### src/rtl/regfile_pkg.sv
// regfile_pkg: shared scrub state type and packed-port slicing helpers for the register file.
package regfile_pkg;

    typedef enum logic {IDLE, SCRUB} scrub_state_t;

    function automatic int portLo(input int p, input int w);
        return p * w;
    endfunction

endpackage

### src/rtl/regfile_scrub_fsm.sv
// regfile_scrub_fsm: sequential zeroing walk over every entry, one entry per cycle.
module regfile_scrub_fsm
    import regfile_pkg::*;
#(
    parameter int NUM_REGS = 32,
    localparam int ADDR_W = $clog2(NUM_REGS)
) (
    input  logic              clk,
    input  logic              rst,
    input  logic              scrub_start,
    output logic              scrubWe,
    output logic [ADDR_W-1:0] scrubAddr,
    output logic              scrub_busy,
    output logic              scrub_done
);

    scrub_state_t state, stateNext;
    logic [ADDR_W-1:0] ptr, ptrNext;
    logic doneNext, last;

    always_ff @(posedge clk) begin
        if (rst) begin
            state      <= IDLE;
            ptr        <= '0;
            scrub_done <= 1'b0;
        end else begin
            state      <= stateNext;
            ptr        <= ptrNext;
            scrub_done <= doneNext;
        end
    end

    // ptr only ever leaves 0 while walking, so it returns to 0 on the way back to IDLE
    always_comb begin
        last      = ptr == ADDR_W'(NUM_REGS - 1);
        stateNext = (state == IDLE) ? (scrub_start ? SCRUB : IDLE) : (last ? IDLE : SCRUB);
        ptrNext   = (state == SCRUB && !last) ? ptr + 1'b1 : '0;
        doneNext  = state == SCRUB && last;
    end

    assign scrub_busy = state == SCRUB;
    assign scrubWe    = scrub_busy;
    assign scrubAddr  = ptr;

endmodule

### src/rtl/regfile_mp.sv
// regfile_mp: multi-port register file with optional zero register, write bypass
// and a background scrub that zeroes all entries.
module regfile_mp
    import regfile_pkg::*;
#(
    parameter int DATA_W   = 32,
    parameter int NUM_REGS = 32,
    localparam int ADDR_W  = $clog2(NUM_REGS),
    parameter int NUM_RD   = 2,
    parameter int NUM_WR   = 2,
    parameter bit ZERO_REG = 1'b1,
    parameter bit BYPASS   = 1'b1
) (
    input  logic                     clk,
    input  logic                     rst,
    input  logic [NUM_WR-1:0]        we,
    input  logic [NUM_WR*ADDR_W-1:0] wr_addr,
    input  logic [NUM_WR*DATA_W-1:0] wr_data,
    input  logic [NUM_RD*ADDR_W-1:0] rd_addr,
    output logic [NUM_RD*DATA_W-1:0] rd_data,
    input  logic                     scrub_start,
    output logic                     scrub_busy,
    output logic                     scrub_done
);

    logic [DATA_W-1:0] mem [NUM_REGS];
    logic [NUM_WR-1:0] wen;
    logic              scrubWe;
    logic [ADDR_W-1:0] scrubAddr;

    regfile_scrub_fsm #(.NUM_REGS(NUM_REGS)) u_scrub (
        .clk        (clk),
        .rst        (rst),
        .scrub_start(scrub_start),
        .scrubWe    (scrubWe),
        .scrubAddr  (scrubAddr),
        .scrub_busy (scrub_busy),
        .scrub_done (scrub_done)
    );

    for (genvar w = 0; w < NUM_WR; w++) begin : g_wr
        assign wen[w] = we[w] && !(ZERO_REG && wr_addr[portLo(w, ADDR_W) +: ADDR_W] == '0);
    end

    // Later assignments win: scrub zero first, then ports in ascending index order
    always_ff @(posedge clk) begin
        if (rst) begin
            for (int i = 0; i < NUM_REGS; i++) mem[i] <= '0;
        end else begin
            if (scrubWe) mem[scrubAddr] <= '0;
            for (int p = 0; p < NUM_WR; p++)
                if (wen[p]) mem[wr_addr[portLo(p, ADDR_W) +: ADDR_W]] <= wr_data[portLo(p, DATA_W) +: DATA_W];
        end
    end

    for (genvar r = 0; r < NUM_RD; r++) begin : g_rd
        logic [ADDR_W-1:0] ra;
        logic [DATA_W-1:0] val;
        assign ra = rd_addr[portLo(r, ADDR_W) +: ADDR_W];
        always_comb begin
            val = mem[ra];
            for (int p = 0; p < NUM_WR; p++)
                if (BYPASS && we[p] && wr_addr[portLo(p, ADDR_W) +: ADDR_W] == ra)
                    val = wr_data[portLo(p, DATA_W) +: DATA_W];
            if (ZERO_REG && ra == '0) val = '0;
        end
        assign rd_data[portLo(r, DATA_W) +: DATA_W] = val;
    end

endmodule

### config.mk
export PLATFORM = sky130hd
export DESIGN_NAME = regfile_mp
export DESIGN_NICKNAME = d
export VERILOG_FILES = /design/src/rtl/regfile_pkg.sv /design/src/rtl/regfile_scrub_fsm.sv /design/src/rtl/regfile_mp.sv
export SDC_FILE = /design/constraint.sdc
export NUM_CORES = 2
export LEC_CHECK = 0
export BUFFER_PORTS_ARGS = -buffer_cell sky130_fd_sc_hd__buf_2
export CORE_ASPECT_RATIO = 0.75
export CORE_MARGIN = 2
export CORE_UTILIZATION = 50
export CTS_BUF_LIST = sky130_fd_sc_hd__clkbuf_4
export DETAILED_ROUTE_END_ITERATION = 12
export GPL_TIMING_DRIVEN = 0
export PLACE_DENSITY = 0.66
export SYNTH_ARGS = -nofsm -noshare
export SYNTH_HDL_FRONTEND = slang
export SYNTH_SLANG_ARGS = --single-unit
### constraint.sdc
create_clock -name clk -period 7.4 [get_ports clk]
set_clock_uncertainty 0.2 [all_clocks]
set_input_delay 1.85 -clock clk [delete_from_list [all_inputs] [get_ports clk]]
set_output_delay 1.85 -clock clk [all_outputs]
set_load 0.02 [all_outputs]
==> metrics.md <==
| Metric | Value |
|---|---|
| Outcome | finished, violations left |
| Violated checks | capacitance limit, slew limit, setup timing |
| Gr usage total | 0.413 |
| Top cell type's share of synthesized area | 0.510 |
| Final wirelength | about 260,000 µm |
| Pwr/cell area | approximately 220 nW/µm² |
| Starting DRT DRC Count | 8,515 |
| Vias/cell | between 7 and 8 |
| Die Y | 305 µm |
| Worst Reg2Reg Path Length in Cells | 5 |
| H-tree depth | 5 |
| Initial Util | 0.503 |
| Async SR Flop Fraction | 0 |
| CTS buffer count | between 200 and 300 |
| Max cap viols | 3 |
| Synthesis Warnings | 0 |
| Pleak | roughly 0.023 µW |
| WS Path Type | input port to output port |
| Placeable Area | 120,000 µm² |
| Slew @ Worst Pin | 1690 ps |
| FF-to-FF setup slack | between 3000 and 4000 ps |
| Hold path start | u_scrub.scrubAddr[0] |
| Register area | around 30,000 µm² |
| Setup TNS | -883 ps |
| Grt ovf | 0 |
| I/O pins | 155 |
| Worst R2R Start | u_scrub.scrubAddr[3] |
| Syn avg cell area | ~14 µm² |
| Period utilization | 1.02 |
| Die width | about 400 µm |
| Area leader, netlist | edfxtp_1 |
| EDFF count, synth | between 1,000 and 1,500 |
| Largest net degree at the start of global routing | 31 |
| CTS Hold Bufs | 0 |
| Post-route ant nets | 0 |
| Port-buffer cells | 82 |
| Hold depth | 1 |
| Setup WS post-layout | -126 ps |
| Main synth FF type | edfxtp_1 |
| Top cells by area, synth | edfxtp_1 (51%), a22o_1 (15%), mux4_2 (14%) |
| TritonCTS clock tree | built |
| Max Clk Rate | 133 MHz |
| Area Overhead vs Synth | 11.3% |
| Row cnt | 110 |
| CP Capture Type | output port |
| Post-synthesis cell count | around 4,200 |
| VDD IR-drop max | between 150 and 200 µV |
| Clock Latency Late Sink | approximately 1300 ps |
| Filler cell count | between 9,000 and 10,000 |
| Most instantiated cells after synthesis | a22o_1 (1,024), edfxtp_1 (1,024), clkbuf_1 (491) |
| Endpoint of the worst hold path | u_scrub.scrubAddr[0] |
| Nets | about 4,800 |
| CTS sink count | between 1,000 and 1,500 |
| Total power | roughly 15,000 µW |
| Worst Path Arrival | around 5500 ps |
| Finish-stage setup viols | 19 |
| Crit Reg-Reg Endpoint | mem[11][3] |
| Longest Clk Path Bufs | 4 |
| Hold Fails Final Rpt | 0 |
| Setup Fix Bufs, Post-CTS | 0 |
| Netlist cell types | 56 |
| Sequential share of the synthesized area | 0.513 |
| Vias in the first global route | 45,700 |
| Synth Register Bits | 1,031 |
| Die footprint | 123,000 µm² |
| Pins Over Slew Limit | 19 |
| Relative slew slack | -0.133 |
| Clk Tree Root Cell | clkbuf_4 |
| Initial antenna violation count | 26 |
| Critical Path RT | roughly 5400 ps |
| Hold crit path type | flop to flop |
| DRC viols | 0 |
| RD Place Congestion | 1.05 |
| Layout cells sized above 1 | 0.264 |
| Register clock-pin slew on the reported worst setup and hold paths | roughly 60 ps |
| Crit path launch type | input port |
| Worst-path maximum fanout | 10 |
| First-pass GRT wire length | about 350,000 µm |
| Hpwl dp | between 150,000 and 200,000 µm |
| Synthesized area | about 60,000 µm² |
| Drt pass-1 iters | 7 |
| Crit path time final | around 7500 ps |
| RSZ-0062 raised after global routing | no |
| Multi-input gate area | between 20,000 and 30,000 µm² |
| Via count | between 40,000 and 50,000 |
| Wire per inst | between 40 and 50 µm |
kinds of logic after synthesis:
family | Yosys count | share of synthesized area
compound gates | 1382 | 0.201
flops | 1031 | 0.513
buf+inv | 705 | 0.0486
mux | 701 | 0.201
simple gates | 365 | 0.0324
xor+xnor | 22 | 0.00320
fa+ha+maj | 5 | 0.00104
other cells | 1 | 0.0000622
repair_timing:
item / CTS / global route
pin swaps: 0 / 0
gates resized for setup: 18 / 23
setup endpoints to repair: 34 / 22
cloned: 0 / 0
report_power, final:
| group | switching (µW) | internal [µW] | total [µW] |
|---|---|---|---|
| logic | 1630 | 837 | 2470 |
| clock network | 2560 | 2530 | 5090 |
| registers | 187 | 6760 | 6950 |
| total | 4380 | 10100 | 14500 |
metrics by stage:
step	utilization	cells	hold WS [ps]	setup WS, ps	cell area, µm²
after global placement	0.524	5893	267	-1340	62800
after CTS	0.559	6383	288	4.00	66900
final	0.560	6410	289	-126	67100
after floorplan	-	4243	245	1590	60400
after global routing	0.560	6399	344	5.74	67000
after detailed placement	0.532	5940	273	-184	63600
worst max-delay path by stage:
stage,start,endpoint,cells after the start
floorplan,rd_addr[0],rd_data[30],7
global placement,wr_addr[4],mem[28][7],6
detailed placement,rd_addr[6],rd_data[52],11
CTS,rd_addr[4],rd_data[21],11
global route,rd_addr[3],rd_data[18],9
finish,rd_addr[6],rd_data[33],10
worst max-delay path: stages:
cell and delay [ps]:
buf_2 100, buf_4 350, buf_2 590, and3b_1 400
clkbuf_1 540, a221oi_1 350, and3_1 260, nor4_1 630
a221o_1 220, buf_2 160
cell type report:
cell class | count | area share
sequential | 1031 | 0.461
multi-input combinational | 2507 | 0.399
clock buffer | 394 | 0.0441
buffer | 696 | 0.0435
tap | 1568 | 0.0293
timing repair buffer | 129 | 0.0185
clock inverter | 49 | 0.00395
antenna | 27 | 0.00101
inverter | 9 | 0.000504
sequential cells by signal, summed over array words and instances (netlist names):
register / flops
u_scrub.scrub_done: 1
u_scrub.scrubAddr: 5
mem: 1024
u_scrub.scrubWe: 1
layout by cell type, fill, tap and decap left out, types with 30 or more instances in the layout:
cell type / instances
a22o_1: 1024
edfxtp_1: 1024
clkbuf_1: 480
clkbuf_4: 395
mux4_2: 383
buf_2: 183
mux2i_1: 161
mux2_2: 150
nand2_1: 98
nor2_1: 74
buf_1: 71
a221oi_1: 67
a221o_1: 64
o221ai_1: 62
nor4_1: 54
a211oi_1: 41
clkinv_1: 38
and3_1: 37
buf_8: 36
conb_1: 32
o211a_1: 30
routing by layer:
metal,routed length [µm],vias up,global-route usage
met5,118,-,0
met4,10600,10,0.162
met3,51800,626,0.249
met2,101000,4280,0.531
met1,95000,24700,0.561
li1,-,18900,-
(Power assumes the default switching activity.)
